File: src/rtl/riscuinho_pkg.sv
// Shared definitions for the riscuinho integer core: data-size encodings,
// LSU state enum and the load-extension helper.
package riscuinho_pkg;

    localparam logic [1:0] SIZE_B = 2'b00;
    localparam logic [1:0] SIZE_H = 2'b01;
    localparam logic [1:0] SIZE_W = 2'b10;
    localparam logic [1:0] SIZE_X = 2'b11;

    typedef enum logic [1:0] {
        ST_IDLE = 2'b00,
        ST_REQ  = 2'b01,
        ST_DONE = 2'b10
    } lsu_state_e;

    // Select the byte/half/word from an already lane-shifted value and extend it.
    function automatic logic [31:0] load_extend(input logic [31:0] shifted,
                                                input logic [1:0]  size,
                                                input logic        is_unsigned);
        logic [31:0] result;
        case (size)
            SIZE_B:  result = is_unsigned ? {24'd0, shifted[7:0]}
                                          : {{24{shifted[7]}}, shifted[7:0]};
            SIZE_H:  result = is_unsigned ? {16'd0, shifted[15:0]}
                                          : {{16{shifted[15]}}, shifted[15:0]};
            SIZE_W:  result = shifted;
            default: result = 32'd0;
        endcase
        return result;
    endfunction

endpackage

File: src/rtl/lsu_align.sv
// Byte-lane alignment for the load/store unit: byte enables, replicated
// store data, misalignment detection and extended load data.
module lsu_align
    import riscuinho_pkg::*;
(
    input  logic [1:0]  size,
    input  logic [1:0]  offset,
    input  logic        unsigned_value,
    input  logic [31:0] store_data,
    input  logic [31:0] rdata,
    output logic [3:0]  be,
    output logic [31:0] wdata,
    output logic        misaligned,
    output logic [31:0] load_ext
);

    logic [31:0] shifted_s;

    // Lane selection for stores and alignment check.
    always_comb begin
        be         = 4'b0000;
        wdata      = 32'd0;
        misaligned = 1'b0;
        case (size)
            SIZE_B: begin
                be    = 4'b0001 << offset;
                wdata = {4{store_data[7:0]}};
            end
            SIZE_H: begin
                be         = 4'b0011 << offset;
                wdata      = {2{store_data[15:0]}};
                misaligned = offset[0];
            end
            SIZE_W: begin
                be         = 4'b1111;
                wdata      = store_data;
                misaligned = (offset != 2'b00);
            end
            default: begin
                be         = 4'b0000;
                wdata      = 32'd0;
                misaligned = 1'b0;
            end
        endcase
    end

    // Bring the addressed lane down to bit 0, then extend.
    always_comb begin
        shifted_s = rdata >> {offset, 3'b000};
        load_ext  = load_extend(shifted_s, size, unsigned_value);
    end

endmodule

File: src/rtl/load_store_unit.sv
// Data-memory access stage: runs one request/acknowledge bus transaction per
// load or store and returns extended load data with a done/error pulse.
module load_store_unit
    import riscuinho_pkg::*;
#(
    parameter int TIMEOUT = 255
) (
    input  logic        clk,
    input  logic        rst,
    input  logic        start,
    input  logic        data_r,
    input  logic        data_w,
    input  logic [1:0]  data_size,
    input  logic        unsigned_value,
    input  logic [31:0] addr,
    input  logic [31:0] store_data,
    output logic        busy,
    output logic        done,
    output logic        error,
    output logic [31:0] load_data,
    output logic        bus_req,
    output logic        bus_we,
    output logic [31:0] bus_addr,
    output logic [3:0]  bus_be,
    output logic [31:0] bus_wdata,
    input  logic        bus_ack,
    input  logic [31:0] bus_rdata
);

    localparam logic [31:0] TIMEOUT_C = 32'(TIMEOUT);

    lsu_state_e  state_r;
    logic [1:0]  size_r;
    logic [1:0]  off_r;
    logic        uns_r;
    logic        load_r;
    logic [31:0] cnt_r;
    logic        busy_r;
    logic        done_r;
    logic        error_r;
    logic [31:0] load_data_r;
    logic        bus_req_r;
    logic        bus_we_r;
    logic [31:0] bus_addr_r;
    logic [3:0]  bus_be_r;
    logic [31:0] bus_wdata_r;

    logic [1:0]  al_size_s;
    logic [1:0]  al_off_s;
    logic        al_uns_s;
    logic [3:0]  be_s;
    logic [31:0] wdata_s;
    logic        misaligned_s;
    logic [31:0] ld_ext_s;
    logic        reject_s;
    logic        noop_s;
    logic        timeout_hit_s;

    // In IDLE the aligner sees the live request; afterwards the latched one.
    always_comb begin
        if (state_r == ST_IDLE) begin
            al_size_s = data_size;
            al_off_s  = addr[1:0];
            al_uns_s  = unsigned_value;
        end else begin
            al_size_s = size_r;
            al_off_s  = off_r;
            al_uns_s  = uns_r;
        end
    end

    lsu_align u_align (
        .size           (al_size_s),
        .offset         (al_off_s),
        .unsigned_value (al_uns_s),
        .store_data     (store_data),
        .rdata          (bus_rdata),
        .be             (be_s),
        .wdata          (wdata_s),
        .misaligned     (misaligned_s),
        .load_ext       (ld_ext_s)
    );

    // Request classification and timeout detection.
    always_comb begin
        reject_s      = misaligned_s | (data_size == SIZE_X) | (data_r & data_w);
        noop_s        = ~data_r & ~data_w;
        timeout_hit_s = (TIMEOUT_C != 32'd0) && ((cnt_r + 32'd1) == TIMEOUT_C);
    end

    // Access FSM with registered bus and status outputs.
    always_ff @(posedge clk) begin
        if (rst) begin
            state_r     <= ST_IDLE;
            size_r      <= 2'b00;
            off_r       <= 2'b00;
            uns_r       <= 1'b0;
            load_r      <= 1'b0;
            cnt_r       <= 32'd0;
            busy_r      <= 1'b0;
            done_r      <= 1'b0;
            error_r     <= 1'b0;
            load_data_r <= 32'd0;
            bus_req_r   <= 1'b0;
            bus_we_r    <= 1'b0;
            bus_addr_r  <= 32'd0;
            bus_be_r    <= 4'b0000;
            bus_wdata_r <= 32'd0;
        end else begin
            case (state_r)
                ST_IDLE: begin
                    done_r  <= 1'b0;
                    error_r <= 1'b0;
                    if (start) begin
                        size_r <= data_size;
                        off_r  <= addr[1:0];
                        uns_r  <= unsigned_value;
                        load_r <= data_r;
                        if (reject_s) begin
                            state_r <= ST_DONE;
                            done_r  <= 1'b1;
                            error_r <= 1'b1;
                        end else if (noop_s) begin
                            state_r <= ST_DONE;
                            done_r  <= 1'b1;
                        end else begin
                            state_r     <= ST_REQ;
                            cnt_r       <= 32'd0;
                            busy_r      <= 1'b1;
                            bus_req_r   <= 1'b1;
                            bus_we_r    <= data_w;
                            bus_addr_r  <= {addr[31:2], 2'b00};
                            bus_be_r    <= be_s;
                            bus_wdata_r <= data_w ? wdata_s : 32'd0;
                        end
                    end
                end
                ST_REQ: begin
                    if (bus_ack || timeout_hit_s) begin
                        state_r     <= ST_DONE;
                        done_r      <= 1'b1;
                        error_r     <= ~bus_ack;
                        busy_r      <= 1'b0;
                        bus_req_r   <= 1'b0;
                        bus_we_r    <= 1'b0;
                        bus_addr_r  <= 32'd0;
                        bus_be_r    <= 4'b0000;
                        bus_wdata_r <= 32'd0;
                        cnt_r       <= 32'd0;
                        if (bus_ack && load_r) begin
                            load_data_r <= ld_ext_s;
                        end
                    end else begin
                        cnt_r <= cnt_r + 32'd1;
                    end
                end
                ST_DONE: begin
                    state_r <= ST_IDLE;
                    done_r  <= 1'b0;
                    error_r <= 1'b0;
                end
                default: begin
                    state_r   <= ST_IDLE;
                    done_r    <= 1'b0;
                    error_r   <= 1'b0;
                    busy_r    <= 1'b0;
                    bus_req_r <= 1'b0;
                end
            endcase
        end
    end

    assign busy      = busy_r;
    assign done      = done_r;
    assign error     = error_r;
    assign load_data = load_data_r;
    assign bus_req   = bus_req_r;
    assign bus_we    = bus_we_r;
    assign bus_addr  = bus_addr_r;
    assign bus_be    = bus_be_r;
    assign bus_wdata = bus_wdata_r;

endmodule
File: config.mk
export PLATFORM = sky130hd
export DESIGN_NAME = load_store_unit
export DESIGN_NICKNAME = d
export VERILOG_FILES = /design/src/rtl/riscuinho_pkg.sv /design/src/rtl/lsu_align.sv /design/src/rtl/load_store_unit.sv
export SDC_FILE = /design/constraint.sdc
export NUM_CORES = 1
export LEC_CHECK = 0
export CORE_MARGIN = 1
export CORE_UTILIZATION = 30
export CTS_BUF_LIST = sky130_fd_sc_hd__clkbuf_16
export CTS_CLUSTER_DIAMETER = 60
export DETAILED_ROUTE_END_ITERATION = 7
export GPL_TIMING_DRIVEN = 0
export PLACE_DENSITY = 0.58
export SETUP_SLACK_MARGIN = 0.15
export SKIP_LAST_GASP = 1
export SLEW_MARGIN = 0
export SYNTH_ARGS = -nofsm -noshare
export SYNTH_HDL_FRONTEND = slang
export SYNTH_SLANG_ARGS = --single-unit
File: constraint.sdc
create_clock -name clk -period 7.9 [get_ports clk]
set_input_delay 1.58 -clock clk [delete_from_list [all_inputs] [get_ports clk]]
set_output_delay 1.58 -clock clk [all_outputs]
set_load 0.05 [all_outputs]
==> flow_summary.json <==
{
  "core_area_um2": 25100,
  "port_buffers": 206,
  "crit_buf_inv": 4,
  "rsz0062_at_grt": "no",
  "critPathTopFamily": "buffers and inverters",
  "worst_ep_arrival_time_ns": 4.90,
  "crit_fanout": 10,
  "finalNonFillerCells": 1507,
  "hold_viol": 0,
  "cts_resized": 0,
  "crit_path_start_kind": "input port",
  "drtAntennaViolNets": 0,
  "whs_path_depth": 2,
  "fin_crit_ns": 4.62,
  "synthArstFlopShare": 0,
  "synth.distinct_cells": 69,
  "dp_hpwl_mm": 20.9,
  "cts_tree": "built",
  "tightest_slew_ns": 0.818,
  "dominantRegCellSynth": "dfxtp_1",
  "clock_sinks": 142,
  "grt_max_degree": 17,
  "regToRegStartpoint": "state_r[0]",
  "ys_ff_latch": 142,
  "fp.dieW_um": 162,
  "nNetsFinal": 1275,
  "reg2reg_depth": 13,
  "drc": 0,
  "antenna_found_initial": 0,
  "required_ns": 8.18,
  "critPathKind": "in -> reg",
  "die-height_um": 162,
  "grt_overflow": 0,
  "pwr_density_cell_nw_per_um2": 213,
  "muxShareOfSynthArea": 0.0328,
  "grt_pass1_wl_mm": 43.5,
  "post_cts_buffers": 0,
  "numCtsBuffers": 17,
  "max-cap-violations": 0,
  "area_growth_pct": 40.0,
  "crit_chain": "clkdlybuf4s50_1 > mux2i_1 > inv_1 > ha_1 > nand2_1 > a211oi_1 > o31ai_1 > clkbuf_1 > buf_2 > o21ai_0 > a21oi_1 > nor2_1",
  "syn_inst": 938,
  "synthAdderAreaFrac": 0.00983,
  "detail_route.vias_per_cell": 5.47,
  "fmax_mhz": 216,
  "drt_iter0_drc": 543,
  "grt_pass1_vias": 7834,
  "wl_per_cell_um": 18.4,
  "ys_seq_area_frac": 0.372,
  "cts-root-buf": "clkbuf_16",
  "insertion_delay_ns": 0.44,
  "synth_top_family_by_area": "compound AO/OA/AOI/OAI gates",
  "ys_warn_count": 0,
  "critPathCaptureType": "flip-flop",
  "min_to": "load_data[25]",
  "leakage_uw": 0.00362,
  "r2r_end": "cnt_r[23]",
  "initial_core_util": 0.304,
  "hold_path.class": "reg -> reg",
  "syn_area_um2": 7640,
  "placed_cells": 1475,
  "reg2reg_slack_ns": 3.89,
  "vias": 8240,
  "routed_wl_mm": 27.7,
  "rows": 58,
  "drive_gt1_frac": 0.0578,
  "yosys.area_share.xor_xnor": 0.0390,
  "slew_headroom": 0.451,
  "fin_skew_ns": 0.0213,
  "htreeDepth": 4,
  "slowest_stage": "clkbuf_1",
  "n_fill_cell": 2542,
  "cts_max_path_buffers": 2,
  "clk_pin_slew_ns": 0.07,
  "finalCritPeriodShare": 0.585,
  "outcome": "finished clean",
  "ios": 210,
  "die_area_um2": 26100,
  "synth_compound_area_frac": 0.264,
  "finalMaxSlewViolations": 0,
  "dr.pass1.iters": 6,
  "synth_simple_gate_area_share": 0.221,
  "cp_slowest_stage_delay_ns": 0.57,
  "tns_ns": 0,
  "finalSetupViolCount": 0,
  "grt_usage": 0.212,
  "diodes": 0,
  "syn_avg_cell_area_um2": 8.14,
  "cts_hold_buf": 0,
  "synth_edf_count": 0,
  "gp_congestion": 0.864,
  "peakVddDrop_v": 0.000111,
  "holdCritStartpoint": "load_data[25]"
}
[sequential cells by signal, summed over array words and instances (netlist names), 2 cells and up]
register   flops
bus_wdata     32
cnt_r         32
load_data     32
bus_addr      30
bus_be         4
off_r          2
size_r         2
state_r        2
[worst register-to-register path, stage by stage, from the launching register on]
cell,delay (ns)
dfxtp_1,0.32
clkbuf_1,0.21
nor2_1,0.39
mux2i_1,0.62
inv_1,0.15
ha_1,0.25
nand2_1,0.07
a211oi_1,0.07
o31ai_1,0.46
clkbuf_1,0.57
buf_2,0.39
o21ai_0,0.13
a21oi_1,0.19
nor2_1,0.06
[how the worst max path moves through the flow]
stage	from	to	slack (ns)	cells past startpoint
6_report	data_size[1]	cnt_r[23]	3.28	12
5_1_grt	data_size[1]	bus_wdata[26]	2.98	11
4_1_cts	data_size[1]	bus_wdata[26]	3.33	11
3_5_place_dp	data_size[1]	bus_wdata[26]	2.88	11
3_3_place_gp	data_size[1]	bus_wdata[25]	2.91	11
2_1_floorplan	data_size[1]	bus_be[3]	4.22	9
[power by group]
part           switching (uW)  internal, uW
Combinational             443           237
Sequential               33.4           761
Clock                     358           445
[cells by family after synthesis]
family,count (synthesis)
AO/OA/AOI/OAI,287
multiplexers,25
buffers and inverters,109
other,1
AND/OR/NAND/NOR,334
adder cells (fa/ha/maj),6
flip-flops,142
XOR/XNOR,34
[layer usage]
| layer | vias to the layer above | GRT usage | wire length [um] | share of wire |
|---|---|---|---|---|
| met4 | 0 | 0.0789 | 657 | 0.024 |
| met1 | 3983 | 0.276 | 12500 | 0.45 |
| met5 | - | 0 | 0 | 0 |
| li1 | 3979 | - | - | - |
| met3 | 36 | 0.0388 | 1370 | 0.050 |
| met2 | 242 | 0.347 | 13100 | 0.48 |
[cell usage in the layout, fill, tap and decap left out, types with 4 or more instances in the layout]
cell	netlist	routed
ha_1	6	6
and2_1	13	13
nor4_1	6	6
buf_4	9	9
dfxtp_1	142	142
o32a_1	8	8
nor2b_1	10	10
buf_1	4	4
a222oi_1	8	8
xor2_1	16	16
a32oi_1	66	66
a2bb2oi_1	8	8
a211o_1	4	4
a22oi_1	8	8
and4_1	5	5
a21oi_1	35	35
nand2_1	82	82
and3_1	7	7
nand3_1	73	73
o41ai_1	12	12
o21ai_0	75	75
clkdlybuf4s50_1	0	206
a22o_1	17	17
nor3_1	24	24
inv_6	0	5
clkbuf_1	69	69
inv_8	0	4
mux2i_1	25	25
or3_1	11	11
o21ai_1	23	23
nand4_1	13	13
clkbuf_16	0	17
buf_2	8	8
nor2_1	66	66
inv_1	15	15
xnor2_1	18	18
[synth_stat cells (5+ instances only)]
cell       number  area (um2)
dfxtp_1       142        2840
nand2_1        82         308
o21ai_0        75         375
nand3_1        73         365
clkbuf_1       69         259
a32oi_1        66         578
nor2_1         66         248
a21oi_1        35         175
mux2i_1        25         250
nor3_1         24         120
o21ai_1        23         115
xnor2_1        18         158
a22o_1         17         149
xor2_1         16         140
inv_1          15        56.3
and2_1         13        81.3
nand4_1        13        81.3
o41ai_1        12         105
or3_1          11        68.8
nor2b_1        10        62.6
buf_4           9        67.6
a222oi_1        8        80.1
a22oi_1         8        60.1
a2bb2oi_1       8        70.1
buf_2           8        40.0
o32a_1          8        80.1
and3_1          7        43.8
ha_1            6        75.1
nor4_1          6        37.5
and4_1          5        43.8
[area by class of cell]
class / count / area [um2] / share of cell area
multi-input cells: 688 / 4340 / 0.406
flip-flops and latches: 142 / 2840 / 0.266
repair buffers: 206 / 2060 / 0.193
clock buffers: 17 / 425 / 0.0398
well taps: 330 / 413 / 0.0386
plain buffers: 93 / 403 / 0.0377
clock inverters: 15 / 151 / 0.0142
inverters: 16 / 60.1 / 0.00562
[metrics by stage]
step	hold WS, ns	util	power [uW]	worst slack, ns	instance area (um2)
final	0.449	0.426	2280	3.28	10700
after floorplan	0.460	-	1230	4.22	7640
after global placement	0.444	0.403	1480	2.91	10100
after CTS	0.455	0.426	2290	3.33	10700
after detailed placement	0.445	0.403	1490	2.88	10100
after global routing	0.472	0.426	2370	2.98	10700
Power figures use the tool's default switching activity.
==> variant 1, RTL diff (config.mk and constraints unchanged) <==
Reset style: asynchronous (`rst`), changed in one clocked block.
--- a/src/rtl/load_store_unit.sv
+++ b/src/rtl/load_store_unit.sv
@@ -91,3 +91,3 @@
     // Access FSM with registered bus and status outputs.
-    always_ff @(posedge clk) begin
+    always_ff @(posedge clk or posedge rst) begin
         if (rst) begin
Behaviour: differs if rst is asserted again (counterexample within 4 cycles, from zero or initial values and one cycle with rst high); with rst held inactive, the same outputs for 4 cycles.
==> variant 1 against the original RTL <==
Wire length fell by 12%. Area after synthesis fell by 2.2%. Sequential cell count did not move. Highest routed layer is now met5. Critical path depth did not move. Final area fell by 1.3%. Setup slack got worse by 0.23 ns. Global-route usage fell by 2.0 points.
Power is not compared: it rests on default switching activity, and its combinational part moved more than twofold at a synthesized area within 25%.
==> variant 1: results (changes against the original RTL) <==
** Timing
- Fin Clk Skew :: 0.0133 ns (-0.00799 ns)

** Synthesis
- Compound-cell area share of the yosys netlist :: 24.4% (-2.1 points)
- Count of unique library cells instantiated by Yosys :: 67 (-2.9%)
- The multiplexer fraction of the synthesized cell area came to 4.19% (+0.91 points).
- Most frequent cells after synthesis :: dfrtp_1 (142), nand2_1 (91), a22o_1 (53), o21ai_0 (43), nand3_1 (40)
- The proportion of register bits with asynchronous set or reset after synthesis was 100% (+100 points).
- The register area share after synthesis is 47.5% (+10 points).
- The xor/xnor share of the synthesized area is 0.820% (-3.1 points).

** Detailed routing
- DR WL met2 :: 11,600 um (-12%)
- Top routing layer in use :: met5
- The detailed-route wire length on metal 1 was 11,000 um (-12%).
- Mean routed wirelength per cell :: 18.3 um (-0.31%)

** Global routing
- The fraction of met2 tracks used by global routing came to 31.5% (-3.2 points).
- Global-route wire length before repair :: 39,000 um (-11%)
- Vias in the first global route :: 6,883 (-12%)
- Global Route met3 Usage :: 4.21% (+0.33 points)
- The number of antenna violations at the first check in global routing is 1 (+1).
- The all-layer global routing usage was 19.1% (-2.0 points).
- The pin count of the biggest net entering global routing was 81 (+64).

** Placed design
- Final GP Congestion :: 0.842 (-2.6%)
- DPL Wire Length :: 18,000 um (-14%)
- Number of buffer cells added on primary ports :: 207 (+0.49%)

** Worst setup path
- CP max stage cell :: buf_1
- Arrival time of data at the critical path endpoint :: 5.20 ns (+0.30 ns)
- In this design, the largest share of critical-path delay is due to buffers and inverters.

** Clock network
- The cell sitting at the root of the clock tree is a clkbuf_16.
- Clock insertion delay at the later pin of the skew report :: 0.42 ns (-0.02 ns)

** Power
- Worst IR drop on VDD :: 0.219 mV

** Finish
- The fraction of final layout cells with drive strength greater than 1 was 8.78% (+3.0 points).
- The final net count is 1,100 (-14%).

** Outcome
- Status :: completed

** Hold path
- The path class of the tightest hold or removal check is register to register.
-- variant 1: changes by cell type after synthesis, moves of 15 or more --
| cell | delta |
|---|---|
| o21ai_0 | -32 |
| clkbuf_1 | -33 |
| a32o_1 | +15 |
| a22o_1 | +36 |
| dfxtp_1 | -142 |
| nor2_1 | -40 |
| dfrtp_1 | +142 |
| a32oi_1 | -66 |
| nand3_1 | -33 |
| o2bb2ai_1 | +25 |
-- variant 1: area by class of cell --
type / count / area (um^2)
fill: 2417 / 13800
multi-input combinational: 544 / 3580
sequential: 142 / 3550
timing repair buffer: 208 / 2100
clock buffer: 17 / 425
tap: 324 / 405
buffer: 67 / 308
clock inverter: 15 / 139
inverter: 9 / 38.8
-- variant 1: power by group through the flow --
stage,combinational [mW],sequential [mW],clock (mW)
floorplan,0.828,1.85,0
global placement,2.36,1.12,0
detailed placement,2.38,1.12,0
CTS,2.39,1.12,0.794
global route,2.51,1.15,0.826
finish,2.37,1.11,0.777
-- variant 1: final timing paths --
path	startpoint	to	slack, ns	cells after the start
max in group asynchronous	rst	cnt_r[28]	5.46	3
worst min register to register	bus_wdata[30]	bus_wdata[30]	0.49	1
worst max register to register	state_r[0]	cnt_r[18]	3.67	13
worst min-delay path	bus_wdata[30]	bus_wdata[30]	0.49	1
min in group asynchronous	rst	bus_addr[9]	1.63	2
worst max-delay path	data_size[1]	cnt_r[18]	3.04	12
-- variant 1: metrics by stage --
step | hold WS (ns) | setup slack [ns] | cell area (um^2) | std cells
floorplan | 0.467 | 2.51 | 7480 | 762
global placement | 0.470 | 0.170 | 9950 | 1293
detailed placement | 0.474 | 2.69 | 9990 | 1294
CTS | 0.492 | 3.13 | 10600 | 1326
global route | 0.500 | 2.74 | 10600 | 1326
finish | 0.489 | 3.04 | 10600 | 1326
==> variant 2, RTL diff (config.mk and constraints unchanged) <==
Without the edit above. The parameter `TIMEOUT` goes from 255 to 127.
--- a/src/rtl/load_store_unit.sv
+++ b/src/rtl/load_store_unit.sv
@@ -5,3 +5,3 @@
 #(
-    parameter int TIMEOUT = 255
+    parameter int TIMEOUT = 127
 ) (
Formal check against the unedited RTL: same outputs for any inputs over 4 cycles, from zero or initial values and one cycle with rst high; that may be too few to reach the edited logic, so the function may still have changed.
==> variant 2 against the original RTL <==
Setup slack got worse by 0.24 ns. Sequential cell count unchanged. Non-clock buffer count rose by 3. Final area up 1.4%. Area after synthesis rose by 1.9%. Largest power group unchanged. Largest cell class unchanged. Register-to-register slack got worse by 0.24 ns. Power is 13% lower. Wire length up 5.8%.
==> variant 2: results (changes against the original RTL) <==
** Placed design
- The number of port buffers is 207 (+0.49%).
- The post-placement setup slack came to 2.61 ns (-0.272 ns).
- The half-perimeter wire length after placement was 22,000 um (+5.2%).
- The placer congestion estimate was 0.899 (+4.1%).

** Global routing
- Global-route wire length before repair :: 45,100 um (+3.6%)
- Global-route usage over all layers :: 21.9% (+0.69 points)
- Global Route met3 Usage :: 5.56% (+1.7 points)

** Detailed routing
- Number of vias per cell after detailed routing :: 5.44 (-0.53%)
- Initial drt markers :: 522 (-3.9%)
- DR pass1 iterations :: 5 (-1)
- Detailed-routing wirelength on met1 :: 12,500 um (-0.13%)
- The wire length after detailed routing was 29,300 um (+5.8%).
- The wire length on met2 is 14,000 um (+6.7%).

** Worst setup path
- The worst register-to-register path begins at state_r[1].
- The critical path arrival was 5.20 ns (+0.30 ns).

** Synthesis
- The complex-gate fraction of the synthesized area was 26.7% (+0.26 points).
- The multiplexer fraction of the synthesized cell area came to 2.72% (-0.56 points).
- Most frequent cells after synthesis :: nand2_1 (155), dfxtp_1 (142), nor2_1 (96), clkbuf_1 (76), a21oi_1 (72)
- XOR/XNOR share of the synthesized area :: 3.60% (-0.30 points)

** Timing
- The worst-case clock skew is 0.0136 ns (-0.00772 ns).

** Finish
- The fraction of final layout cells with drive strength greater than 1 came to 5.26% (-0.51 points).
- Clock network area share :: 5.19% (-0.20 points)
- The fill cell instance count of the final layout was 2,610 (+2.7%).
- Multi-input combinational cell count :: 748 (+8.7%)
- Sequential share of cell area :: 26.2% (-0.36 points)
- Net count of the finished layout :: 1,333 (+4.5%)

** Power
- The worst IR drop on VDD came to 0.111 mV (about the same).

** Outcome
- Status :: completed
-- variant 2: cell types whose count changed after synthesis, sizes merged, moves of 10 or more --
cell	before	now
o2111ai	1	17
nand3	74	17
a22o	17	7
a32oi	66	19
a22oi	8	20
nand4	13	23
nor2	67	97
o21ai	98	43
nand2	83	155
a21oi	35	72
o31ai	1	52
-- variant 2: worst min-delay path, stage by stage, from the launching register on --
cell and delay, ns:
dfxtp_1 0.32, nand2_1 0.05, a21oi_1 0.05
-- variant 2: report_power, final --
group	internal, mW	switching (mW)	leakage, nW
clock	0.419	0.367	0.282
sequential	0.737	0.0141	1.15
combinational	0.157	0.280	2.33
-- variant 2: path summary, 6_finish.rpt --
path,end,slack (ns),cells past startpoint
setup reg to reg,bus_wdata[3],3.65,13
setup / recovery,bus_wdata[3],3.04,12
hold / removal,load_data[24],0.46,2
hold reg to reg,load_data[24],0.46,2
-- variant 2: kinds of logic (layout without fill, tap and decap cells) --
group	Yosys count	after routing
flip-flops	142	142
AND/OR/NAND/NOR	392	392
other	1	2
XOR/XNOR	32	32
adder cells (fa/ha/maj)	6	6
buffers and inverters	106	345
AO/OA/AOI/OAI	295	295
multiplexers	21	21
-- variant 2: stage by stage --
| stage | power [mW] | instance area (um^2) | hold WS, ns | cells |
|---|---|---|---|---|
| 6_report | 1.97 | 10800 | 0.457 | 1565 |
| 5_1_grt | 2.05 | 10800 | 0.478 | 1565 |
| 4_1_cts | 1.99 | 10800 | 0.462 | 1565 |
| 3_5_place_dp | 1.20 | 10300 | 0.451 | 1533 |
| 3_3_place_gp | 1.20 | 10300 | 0.441 | 1533 |
| 2_1_floorplan | 1.02 | 7790 | 0.436 | 996 |
